$ cat src/rtl/fetch_pkg.sv
// Shared types and constants for the instruction-fetch front end.
package fetch_pkg;
    localparam int XLEN        = 32;
    localparam int INSTR_BYTES = 4;
    localparam logic [XLEN-1:0] PC_ALIGN_MASK = 32'hFFFF_FFFC;

    typedef struct packed {
        logic [XLEN-1:0] pc;
        logic [XLEN-1:0] instr;
    } fetch_entry_t;
endpackage

$ cat src/rtl/fetch_buf.sv
// Circular prefetch FIFO of fetch entries; flush empties it in one cycle.
module fetch_buf
    import fetch_pkg::*;
#(
    parameter int DEPTH = 2,
    parameter int PTR_W = $clog2(DEPTH),
    parameter int CNT_W = $clog2(DEPTH + 1)
) (
    input  logic             clk,
    input  logic             rst_n,
    input  logic             push,
    input  logic             pop,
    input  logic             flush,
    input  fetch_entry_t     wr_entry,
    output fetch_entry_t     head,
    output logic [CNT_W-1:0] count
);
    fetch_entry_t mem [DEPTH];
    logic [PTR_W-1:0] wr_ptr;
    logic [PTR_W-1:0] rd_ptr;

    always_ff @(posedge clk or negedge rst_n) begin
        if (!rst_n) begin
            wr_ptr <= '0;
            rd_ptr <= '0;
            count  <= '0;
            for (int i = 0; i < DEPTH; i++) mem[i] <= '0;
        end else if (flush) begin
            wr_ptr <= '0;
            rd_ptr <= '0;
            count  <= '0;
        end else begin
            if (push) begin
                mem[wr_ptr] <= wr_entry;
                wr_ptr      <= wr_ptr + PTR_W'(1);
            end
            if (pop) rd_ptr <= rd_ptr + PTR_W'(1);
            // Simultaneous push and pop leaves occupancy unchanged.
            case ({push, pop})
                2'b10:   count <= count + CNT_W'(1);
                2'b01:   count <= count - CNT_W'(1);
                default: count <= count;
            endcase
        end
    end

    assign head = mem[rd_ptr];
endmodule

$ cat src/rtl/if_fetch_unit.sv
// Fetch front end: PC register driving the IM port, prefetch buffer toward ID.
module if_fetch_unit
    import fetch_pkg::*;
#(
    parameter logic [31:0] RESET_PC = 32'h0000_0000,
    parameter int          DEPTH    = 2
) (
    input  logic        clk,
    input  logic        rst_n,
    output logic [31:0] Instr_addr,
    input  logic [31:0] Instruction,
    input  logic        redirect_valid,
    input  logic [31:0] redirect_pc,
    input  logic        id_ready,
    output logic        id_valid,
    output logic [31:0] id_instr,
    output logic [31:0] id_pc,
    output logic [31:0] id_pc_plus4,
    output logic [31:0] fetch_count
);
    localparam int CNT_W = $clog2(DEPTH + 1);
    localparam logic [CNT_W-1:0] DEPTH_C = CNT_W'(DEPTH);

    logic [31:0]      pc;
    logic [CNT_W-1:0] buf_count;
    fetch_entry_t     buf_head;
    fetch_entry_t     new_entry;
    logic             push;
    logic             pop;
    logic             buf_full;

    assign id_valid  = (buf_count != '0);
    assign buf_full  = (buf_count == DEPTH_C);
    assign pop       = id_valid & id_ready;
    // A pop frees a slot in the same cycle, so a full buffer can still accept.
    assign push      = ~redirect_valid & (~buf_full | pop);
    assign new_entry = '{pc: pc, instr: Instruction};

    fetch_buf #(.DEPTH(DEPTH)) u_buf (
        .clk      (clk),
        .rst_n    (rst_n),
        .push     (push),
        .pop      (pop),
        .flush    (redirect_valid),
        .wr_entry (new_entry),
        .head     (buf_head),
        .count    (buf_count)
    );

    always_ff @(posedge clk or negedge rst_n) begin
        if (!rst_n) begin
            pc          <= RESET_PC;
            fetch_count <= '0;
        end else begin
            if (redirect_valid) pc <= redirect_pc & PC_ALIGN_MASK;
            else if (push)      pc <= pc + 32'(INSTR_BYTES);
            if (push) fetch_count <= fetch_count + 32'd1;
        end
    end

    assign Instr_addr  = pc;
    assign id_instr    = id_valid ? buf_head.instr : '0;
    assign id_pc       = id_valid ? buf_head.pc : '0;
    assign id_pc_plus4 = id_valid ? (buf_head.pc + 32'(INSTR_BYTES)) : '0;
endmodule

$ cat config.mk
export PLATFORM = sky130hd
export DESIGN_NAME = if_fetch_unit
export DESIGN_NICKNAME = d
export VERILOG_FILES = /design/src/rtl/fetch_pkg.sv /design/src/rtl/fetch_buf.sv /design/src/rtl/if_fetch_unit.sv
export SDC_FILE = /design/constraint.sdc
export NUM_CORES = 1
export LEC_CHECK = 0
export CORE_ASPECT_RATIO = 2
export CORE_MARGIN = 3
export CORE_UTILIZATION = 35
export DETAILED_ROUTE_END_ITERATION = 7
export HOLD_SLACK_MARGIN = 0.05
export PLACE_DENSITY = 0.57
export SYNTH_ARGS = -nofsm -noshare
export SYNTH_HDL_FRONTEND = slang
export SYNTH_HIERARCHICAL = 1
export SYNTH_SLANG_ARGS = --single-unit
$ cat constraint.sdc
create_clock -name clk -period 3.9 [get_ports clk]
set_clock_uncertainty 0.05 [all_clocks]
set_input_delay 0.78 -clock clk [delete_from_list [all_inputs] [get_ports clk]]
set_output_delay 0.78 -clock clk [all_outputs]
set_load 0.05 [all_outputs]
==> results of run 1 <==
## synth_stat cells, drive strengths merged (2+ instances only)
cell type / number
or3: 12
nor4: 11
nor3b: 4
nand4: 37
dfrtp: 194
o21a: 3
o21ai: 24
a21oi: 10
clkbuf: 21
and2: 68
a31oi: 14
and4: 13
o211ai: 3
ha: 3
a221oi: 3
nand4b: 4
or4: 18
and3: 13
buf: 33
xor2: 13
mux2: 202
nand3: 34
nor3: 13
o31ai: 10
nor2: 47
o41ai: 2
inv: 11
nand3b: 2
xnor2: 39
nor2b: 3
nand2: 41
## critical path, cell delays in order (launching register included)
cell	delay, ns
dfrtp_2	0.46
buf_12	0.18
mux2_2	0.28
nand3_1	0.14
or4_4	0.63
nor4_2	0.31
mux2_2	0.37
buf_4	0.19
## per-layer routing
layer | global-route usage [%] | vias up | wire length, µm | share of wire [%]
met5 | 0 | - | 0 | 0
met4 | 7.12 | 0 | 822 | 2.7
met3 | 3.64 | 34 | 1100 | 3.7
met2 | 35.6 | 186 | 16700 | 56
met1 | 20.4 | 3947 | 11500 | 38
li1 | - | 3735 | - | -
## flip-flops by register name (all words and copies together), names as in the netlist
register / cells
Instr_addr: 30
fetch_count: 32
u_buf/count: 2
u_buf/mem: 128
u_buf/rd_ptr: 1
u_buf/wr_ptr: 1
## metrics by stage
stage | util, % | instances | setup WS [ns]
final | 46.6 | 1507 | 0.0527
after global placement | 44.5 | 1475 | 0.260
after CTS | 46.6 | 1507 | -0.00553
after detailed placement | 44.5 | 1475 | 0.257
after global routing | 46.6 | 1507 | -0.0742
after floorplan | - | 919 | 0.128
## where the power goes
group          internal, µW  total, µW  switching (µW)
registers              2660       3090             427
logic                  2610       6550            3940
clock network           939       1800             858
total                  6210      11400            5220
## final cells by class
class | count | share of cell area, %
timing repair buffer | 246 | 18.2
clock buffer | 19 | 3.27
tap | 364 | 3.28
sequential | 194 | 35.0
clock inverter | 13 | 1.02
multi-input combinational | 660 | 38.9
inverter | 11 | 0.298
## cells in the final DEF (no fill, tap or decap), types with 17 or more instances in the layout
cell type,n
nand4_1,37
mux2_2,141
mux2_4,61
or4_1,17
nor2_1,46
clkbuf_16,17
nand3_1,32
xnor2_1,39
nand2_1,39
o21ai_0,24
dfrtp_1,193
buf_12,19
clkdlybuf4s50_1,175
buf_4,51
and2_1,67
## cells by family after synthesis
logic type / count (synthesis) / synth area share [%]
muxes: 203 / 23.7
other: 1 / 0.0354
DFF: 194 / 45.8
and+or+nand+nor: 323 / 17.4
buffers and inverters: 65 / 4.13
adders and majority gates: 3 / 0.354
AOI/OAI and AO/OA: 73 / 4.33
xor gates and xnor gates: 52 / 4.30
## worst paths after layout
path | startpoint | endpoint | cells past startpoint | slack, ns
worst max-delay path | u_buf/rd_ptr | id_pc_plus4[31] | 7 | 0.05
worst min-delay path | rst_n | u_buf/mem[8] | 1 | 0.26
worst max register to register | Instr_addr[6] | Instr_addr[27] | 4 | 1.28
worst min register to register | fetch_count[31] | fetch_count[31] | 1 | 0.43
max in group asynchronous | rst_n | u_buf/rd_ptr | 2 | 2.61
min in group clk | fetch_count[31] | fetch_count[31] | 1 | 0.43
## repair_timing
action,in CTS,in global routing
cloned,0,0
setup endpoints to repair,11,13
resized for setup,8,7
setup buffers,0,0
pin swaps,0,2
==> results.py, run 1 <==
metrics = {
    "synth": {
        "ys_seq_area_share_pct": 45.8,
        "synth_area_leader_cell": "dfrtp_1",
        "yosysTopAreaCellShare_pct": 45.8,
        "synth_area_leaders": "dfrtp_1, mux2_2, mux2_4",
        "synth-edff-count": 0,
        "async_reset_ff_share_pct": 100,
        "synth.cell_area_um2": 10600,
        "syn_inst": 914,
        "yosys_warnings": 6,
        "ys.flop_type": "dfrtp_1",
        "synth-seq-cells": 194,
        "synth_area_per_cell_um2": 11.6,
        "synth_cell_type_count": 50,
    },
    "timing": {
        "hold_ws_ns": 0.261,
        "finalHoldViolations": 0,
        "fmax_mhz": 260,
        "setup_viol": 0,
        "period_needed_ns": 3.85,
        "final_max_slew_viol_count": 0,
        "finalCritPeriodShare_pct": 98.6,
        "slew_headroom_pct": 46.8,
        "worstMarginPinSlew_ns": 0.795,
        "setup-tns-final_ns": 0,
        "rsz0062_at_grt": "true",
    },
    "clock_network": {
        "cts_buffers": 17,
        "path_clk_slew_ns": 0.07,
        "cts.path.max_buffers": 2,
        "cts_root_buf": "clkbuf_16",
        "insertion_delay_ns": 0.45,
        "clock-sinks": 194,
        "cts_htree_levels": 4,
        "cts_tree": "built",
        "cts_hold_buf": 0,
    },
    "grt": {
        "grt_pass1_wl_mm": 47.8,
        "grt.overflow.total": 0,
        "grt_pass1_vias": 8495,
        "antenna_found_initial": 0,
        "grt_use_total_pct": 18.9,
        "grt_max_degree": 73,
    },
    "worst_setup_path": {
        "critPathMaxFanout": 19,
        "endpoint_kind": "output port",
        "critical_path_class": "reg2out",
        "crit_required_ns": 3.07,
        "cp.arrival_ns": 3.02,
        "cp-start-kind": "flop",
    },
    "hold_path": {
        "hold_path_class": "in2async",
    },
    "final_layout": {
        "fin_area_um2": 13900,
        "drive_above_1_share_pct": 28.7,
        "fillCellCount": 2750,
        "seqCellArea_um2": 4860,
        "area_growth_pct": 30.8,
        "multi_input_area_um2": 5390,
        "nNetsFinal": 1201,
        "diodes": 0,
    },
    "outcome": {
        "status": "finished clean",
    },
    "placed_design": {
        "place_area_um2": 13200,
        "dpl.hpwl_mm": 21.7,
        "place.gp.congestion": 0.776,
        "port_buffers": 224,
    },
    "power_and_ir_drop": {
        "power_leakage_uw": 0.00562,
        "p_per_area_nw_per_um2": 825,
        "ir_worst_vdd_mv": 0.426,
        "p_total_uw": 11400,
    },
    "floorplanning": {
        "dieWidth_um": 129,
        "io-pin-count": 229,
        "fp.dieH_um": 252,
        "placementRows": 89,
        "coreArea_um2": 29700,
        "die_area_um2": 32500,
        "start_util_pct": 35.7,
    },
    "drt": {
        "wl_per_cell_um": 20.0,
        "drtIter0Drc": 285,
        "first_pass_iters": 5,
        "drc": 0,
        "wl_mm": 30.1,
        "via_per_inst": 5.24,
        "ant_nets": 0,
        "vias": 7902,
    },
    "job": {
        "cap_violations": 0,
    },
}
No activity file was read; power rests on OpenSTA's default activity.
==> inputs of run 2 (changes only) <==
Settings changed: PLACE_DENSITY 0.57 to 0.59, SLEW_MARGIN set to 40.
Clock period 3.9 ns to 3.4 ns, I/O delays scaled along.
==> run 2 against run 1 <==
Compared with the run above: the run now ends with negative setup slack left; count of clock-buffer cells in the layout did not move; sequential share of layout area down 2.1 points; worst hold slack worse by 0.064 ns; via count up 3.2%; critical path type unchanged.
==> results.py, run 2 (synthesis results as in run 1) <==
metrics = {
    "timing": {
        "rsz0062_at_grt": "true",
        "final_max_slew_viol_count": 0,
        "finalHoldViolations": 0,
        "finalCritPeriodShare_pct": 107,
        "setup_viol": 17,
        "hold_ws_ns": 0.197,
        "slew_headroom_pct": 52.9,
        "worstMarginPinSlew_ns": 0.706,
        "fmax_mhz": 274,
        "period_needed_ns": 3.64,
        "setup_slack_ns": -0.243,
    },
    "floorplanning": {
        "placementRows": 89,
        "coreArea_um2": 29700,
        "start_util_pct": 35.7,
        "io-pin-count": 229,
        "fp.dieH_um": 252,
        "dieWidth_um": 129,
        "die_area_um2": 32500,
    },
    "final_layout": {
        "mostFrequentLayoutCells": "dfrtp_1, clkdlybuf4s50_1, mux2_2",
        "drive_above_1_share_pct": 37.8,
        "seqCellArea_um2": 4860,
        "final_common_cell": "dfrtp_1",
        "nNetsFinal": 1255,
        "multi_input_area_um2": 5720,
        "diodes": 0,
        "regMostFlops": "u_buf/mem",
        "largest_reg_flops": 128,
        "area_growth_pct": 39.2,
        "fillCellCount": 2717,
    },
    "worst_setup_path": {
        "critical_path_class": "reg2out",
        "critical-path-max-stage-delay_ns": 0.59,
        "worstReg2RegStart": "Instr_addr[2]",
        "cpMostUsedCell": "mux2_4",
        "cp-start-kind": "flop",
        "critPathMaxFanout": 8,
        "crit_chain": "buf_12 -> mux2_4 -> nand3_4 -> or4_4 -> buf_4 -> nor3_4 -> mux2_4 -> buf_6",
        "rr_endpoint": "Instr_addr[26]",
        "r2r_cells": 6,
        "cp.arrival_ns": 2.91,
        "r2r_slack_ns": 1.09,
        "crit_required_ns": 2.67,
        "endpoint_kind": "output port",
        "cpMaxStageDelayCell": "or4_4",
    },
    "clock_network": {
        "cts_htree_levels": 4,
        "cts.path.max_buffers": 2,
        "path_clk_slew_ns": 0.07,
        "cts_root_buf": "clkbuf_16",
        "insertion_delay_ns": 0.46,
        "cts_tree": "built",
        "cts_buffers": 17,
        "clock-sinks": 194,
    },
    "outcome": {
        "violations": "negative setup slack",
        "status": "finished, violations left",
    },
    "drt": {
        "wl_per_cell_um": 20.0,
        "drtIter0Drc": 328,
        "vias": 8156,
        "wl_mm": 31.3,
        "drc": 0,
        "first_pass_iters": 4,
        "via_per_inst": 5.22,
        "ant_nets": 0,
    },
    "placed_design": {
        "place.gp.congestion": 0.815,
        "dpl.hpwl_mm": 22.6,
        "pre_cts_slack_ns": -0.0300,
        "port_buffers": 224,
    },
    "grt": {
        "grt_pass1_vias": 8718,
        "grt.overflow.total": 0,
        "grt_max_degree": 82,
        "antenna_found_initial": 0,
        "grt_pass1_wl_mm": 48.8,
        "grt_use_total_pct": 19.3,
    },
    "job": {
        "cap_violations": 0,
    },
    "power_and_ir_drop": {
        "ir_worst_vdd_mv": 0.533,
        "p_per_area_nw_per_um2": 946,
        "power_leakage_uw": 0.00625,
        "combPwrFrac_pct": 59.1,
        "seqPwrFrac_pct": 25.5,
        "p_int_uw": 7690,
        "p_sw_share_pct": 44.9,
        "clockPowerShare_pct": 15.4,
        "p_switching_uw": 6270,
    },
    "hold_path": {
        "hold_path_class": "in2async",
    },
}
## run 2: changes by cell type in the layout (fill, tap and decap cells not counted), moves of 5 or more
cell / before / now
mux2_4: 61 / 81
nor3_1: 13 / 8
or3_1: 12 / 6
a21oi_4: 0 / 6
buf_6: 0 / 18
clkdlybuf4s50_1: 175 / 126
buf_12: 19 / 30
mux2_2: 141 / 121
or3_4: 0 / 6
nor3_4: 0 / 5
buf_4: 51 / 117
## run 2: cell type report
cell class / instances / area share, %
clock buffers: 19 / 3.00
clock inverters: 13 / 1.18
inverters: 11 / 0.280
multi-input cells: 661 / 38.8
flip-flops and latches: 194 / 32.9
well taps: 364 / 3.09
repair buffers: 299 / 20.8
## run 2: worst max-delay path, delay by kind of cell, from the launching register on
kind	cells	cell delay, ns
AND/OR/NAND/NOR	3	0.85
flip-flops	1	0.53
multiplexers	2	0.56
buffers and inverters	3	0.51
## run 2: routing by layer
metal / wire length, µm / global-route usage (%) / up-vias
met5: 0 / 0 / -
met4: 1080 / 7.87 / 0
met3: 1260 / 4.12 / 53
met2: 17500 / 36.6 / 203
met1: 11400 / 20.2 / 4065
li1: - / - / 3835
## run 2: through the flow
stage	cells	TNS [ns]	util (%)	power (µW)	cell area, µm²
2_1_floorplan	919	0	-	8630	10700
3_5_place_dp	1501	-0.0503	45.2	11400	13400
4_1_cts	1547	-3.39	48.7	13900	14500
3_3_place_gp	1501	0	45.2	11300	13400
5_1_grt	1561	-4.35	49.6	14600	14800
6_report	1561	-2.89	49.6	14000	14800
## run 2: repair_timing
item	in CTS	in global routing
gates cloned	1	1
hold buffers	0	0
resized for setup	69	32
pin swaps	19	12
buffers inserted	14	13
endpoints found under the setup margin	22	22
## run 2: worst max path at each step
| stage | start | to | slack, ns |
|---|---|---|---|
| after CTS | u_buf/rd_ptr | id_pc_plus4[15] | -0.27 |
| after global placement | u_buf/rd_ptr | id_pc_plus4[31] | 0.02 |
| after global routing | u_buf/rd_ptr | id_pc_plus4[19] | -0.32 |
| after floorplan | u_buf/rd_ptr | id_pc_plus4[13] | 0.01 |
| final | u_buf/rd_ptr | id_pc_plus4[21] | -0.24 |
| after detailed placement | u_buf/rd_ptr | id_pc_plus4[31] | -0.03 |
## run 2: power groups by stage
stage	logic, µW	clock network, µW	registers [µW]
2_1_floorplan	4960	0	3670
3_3_place_gp	7680	0	3570
3_5_place_dp	7740	0	3610
4_1_cts	8140	2210	3560
5_1_grt	8660	2310	3670
6_report	8250	2150	3560
==> variant: new RTL, settings of run 1 <==
`DEPTH` is set to 2 in 2 places; all go to 4.
--- a/src/rtl/fetch_buf.sv
+++ b/src/rtl/fetch_buf.sv
@@ -3,5 +3,5 @@
     import fetch_pkg::*;
 #(
-    parameter int DEPTH = 2,
+    parameter int DEPTH = 4,
     parameter int PTR_W = $clog2(DEPTH),
     parameter int CNT_W = $clog2(DEPTH + 1)
--- a/src/rtl/if_fetch_unit.sv
+++ b/src/rtl/if_fetch_unit.sv
@@ -4,5 +4,5 @@
 #(
     parameter logic [31:0] RESET_PC = 32'h0000_0000,
-    parameter int          DEPTH    = 2
+    parameter int          DEPTH    = 4
 ) (
     input  logic        clk,
Formal check against the unedited RTL: not equivalent (a bounded check fails within 4 cycles, from zero or initial values and one cycle with rst_n low).
==> variant against run 1 <==
Fmax decreased by 0.35%; sequential power up 72%; cell area up 56%; total power is 62% higher; critical path type unchanged; sequential cell count increased by 131; worst setup slack lost 0.013 ns; register-to-register slack better by 0.15 ns; routed wire length grew 52%; synthesized area is 59% higher.
==> variant: results (changes against run 1) <==
| Metric | Value |
|---|---|
| Run status | `finished clean (unchanged)` |
| Maximum buffer depth of the clock tree | `3 (was 2)` |
| Area share of fa/ha/maj cells after synthesis | `0.006398 (was 0.003541)` |
| Largest net degree at the start of global routing | `103 (was 73)` |
| Met3 Usage GRT | `0.03817 (was 0.03638)` |
| Mux cell area share after synthesis | `0.3145 (was 0.2368)` |
| RR Startpoint | `u_buf/count[2]$_DFFE_PN0P_ (was Instr_addr[6]$_DFFE_PN0P_)` |
| Global-route usage over all layers | `0.1806 (was 0.1891)` |
| Number of global-route vias before repair | `11500 (was 8495)` |
| R2R Path End | `u_buf/mem[11]$_DFFE_PN0P_ (was Instr_addr[27]$_DFFE_PN0P_)` |
| Transition time of the tightest slew-check pin | `0.8340 ns (was 0.7949 ns)` |
| Leakage | `0.01016 uW (was 0.005621 uW)` |
| Met1 routing resource usage after global routing | `0.2147 (was 0.2039)` |
| Cell types occupying the most area after synthesis | `dfrtp_1 48%, mux2_4 21%, mux4_2 8.6% (was dfrtp_1 46%, mux2_2 15%, mux2_4 8.5%)` |
| Worst Hold Slack | `0.2496 ns (was 0.2607 ns)` |
| Final-stage net count | `1490 (was 1201)` |
| Capturing element of the worst setup path | `id_pc_plus4[8] (was id_pc_plus4[31])` |
| DRT Wirelength | `45.93 mm (was 30.12 mm)` |
| Met3 routed wirelength | `2.228 mm (was 1.101 mm)` |
| Worst vdd rail ir drop | `428.2 uV (was 425.9 uV)` |
| Total of fill cells in the finished design | `4301 (was 2750)` |
| Detailed-placement wirelength estimate | `30.87 mm (was 21.68 mm)` |
| Share of the synthesized area in compound gates (AO/OA/AOI/OAI) | `0.01012 (was 0.04331)` |
| Cell with the largest stage delay on the worst path | `dfrtp_4 (was or4_4)` |
| Slowest cell delay on critical path | `0.56 ns (was 0.63 ns)` |
| Met1 wire length | `18.20 mm (was 11.48 mm)` |
| Number of library cell types mapped by synthesis | `46 (was 50)` |
| Final GP Congestion | `0.7718 (was 0.7762)` |
[variant: changes by cell type after synthesis, sizes merged, moves of 14 or more]
cell | before | now
a31oi | 14 | 0
buf | 33 | 48
dfrtp | 194 | 325
mux2 | 202 | 259
mux4 | 0 | 64
nand2 | 41 | 62
or4 | 18 | 0
xor2 | 13 | 44
[variant: per-stage QoR]
step | setup slack, ns | cells | cell area (um2)
final | 0.03918 | 2072 | 21680
after global routing | -0.06585 | 2071 | 21680
after CTS | -0.07734 | 2061 | 21430
after detailed placement | 0.2559 | 1987 | 20080
after global placement | 0.2722 | 1987 | 20080
after floorplan | 0.1314 | 1160 | 16850
[variant: final cells by class]
type | instances | share of cell area
Clock buffer | 49 | 0.04606
Tap cell | 632 | 0.03648
Inverter | 5 | 0.0008658
Timing Repair Buffer | 285 | 0.1513
Sequential cell | 325 | 0.3755
Multi-Input combinational cell | 763 | 0.3817
Clock inverter | 12 | 0.008023
Antenna cell | 1 | 0.0001154
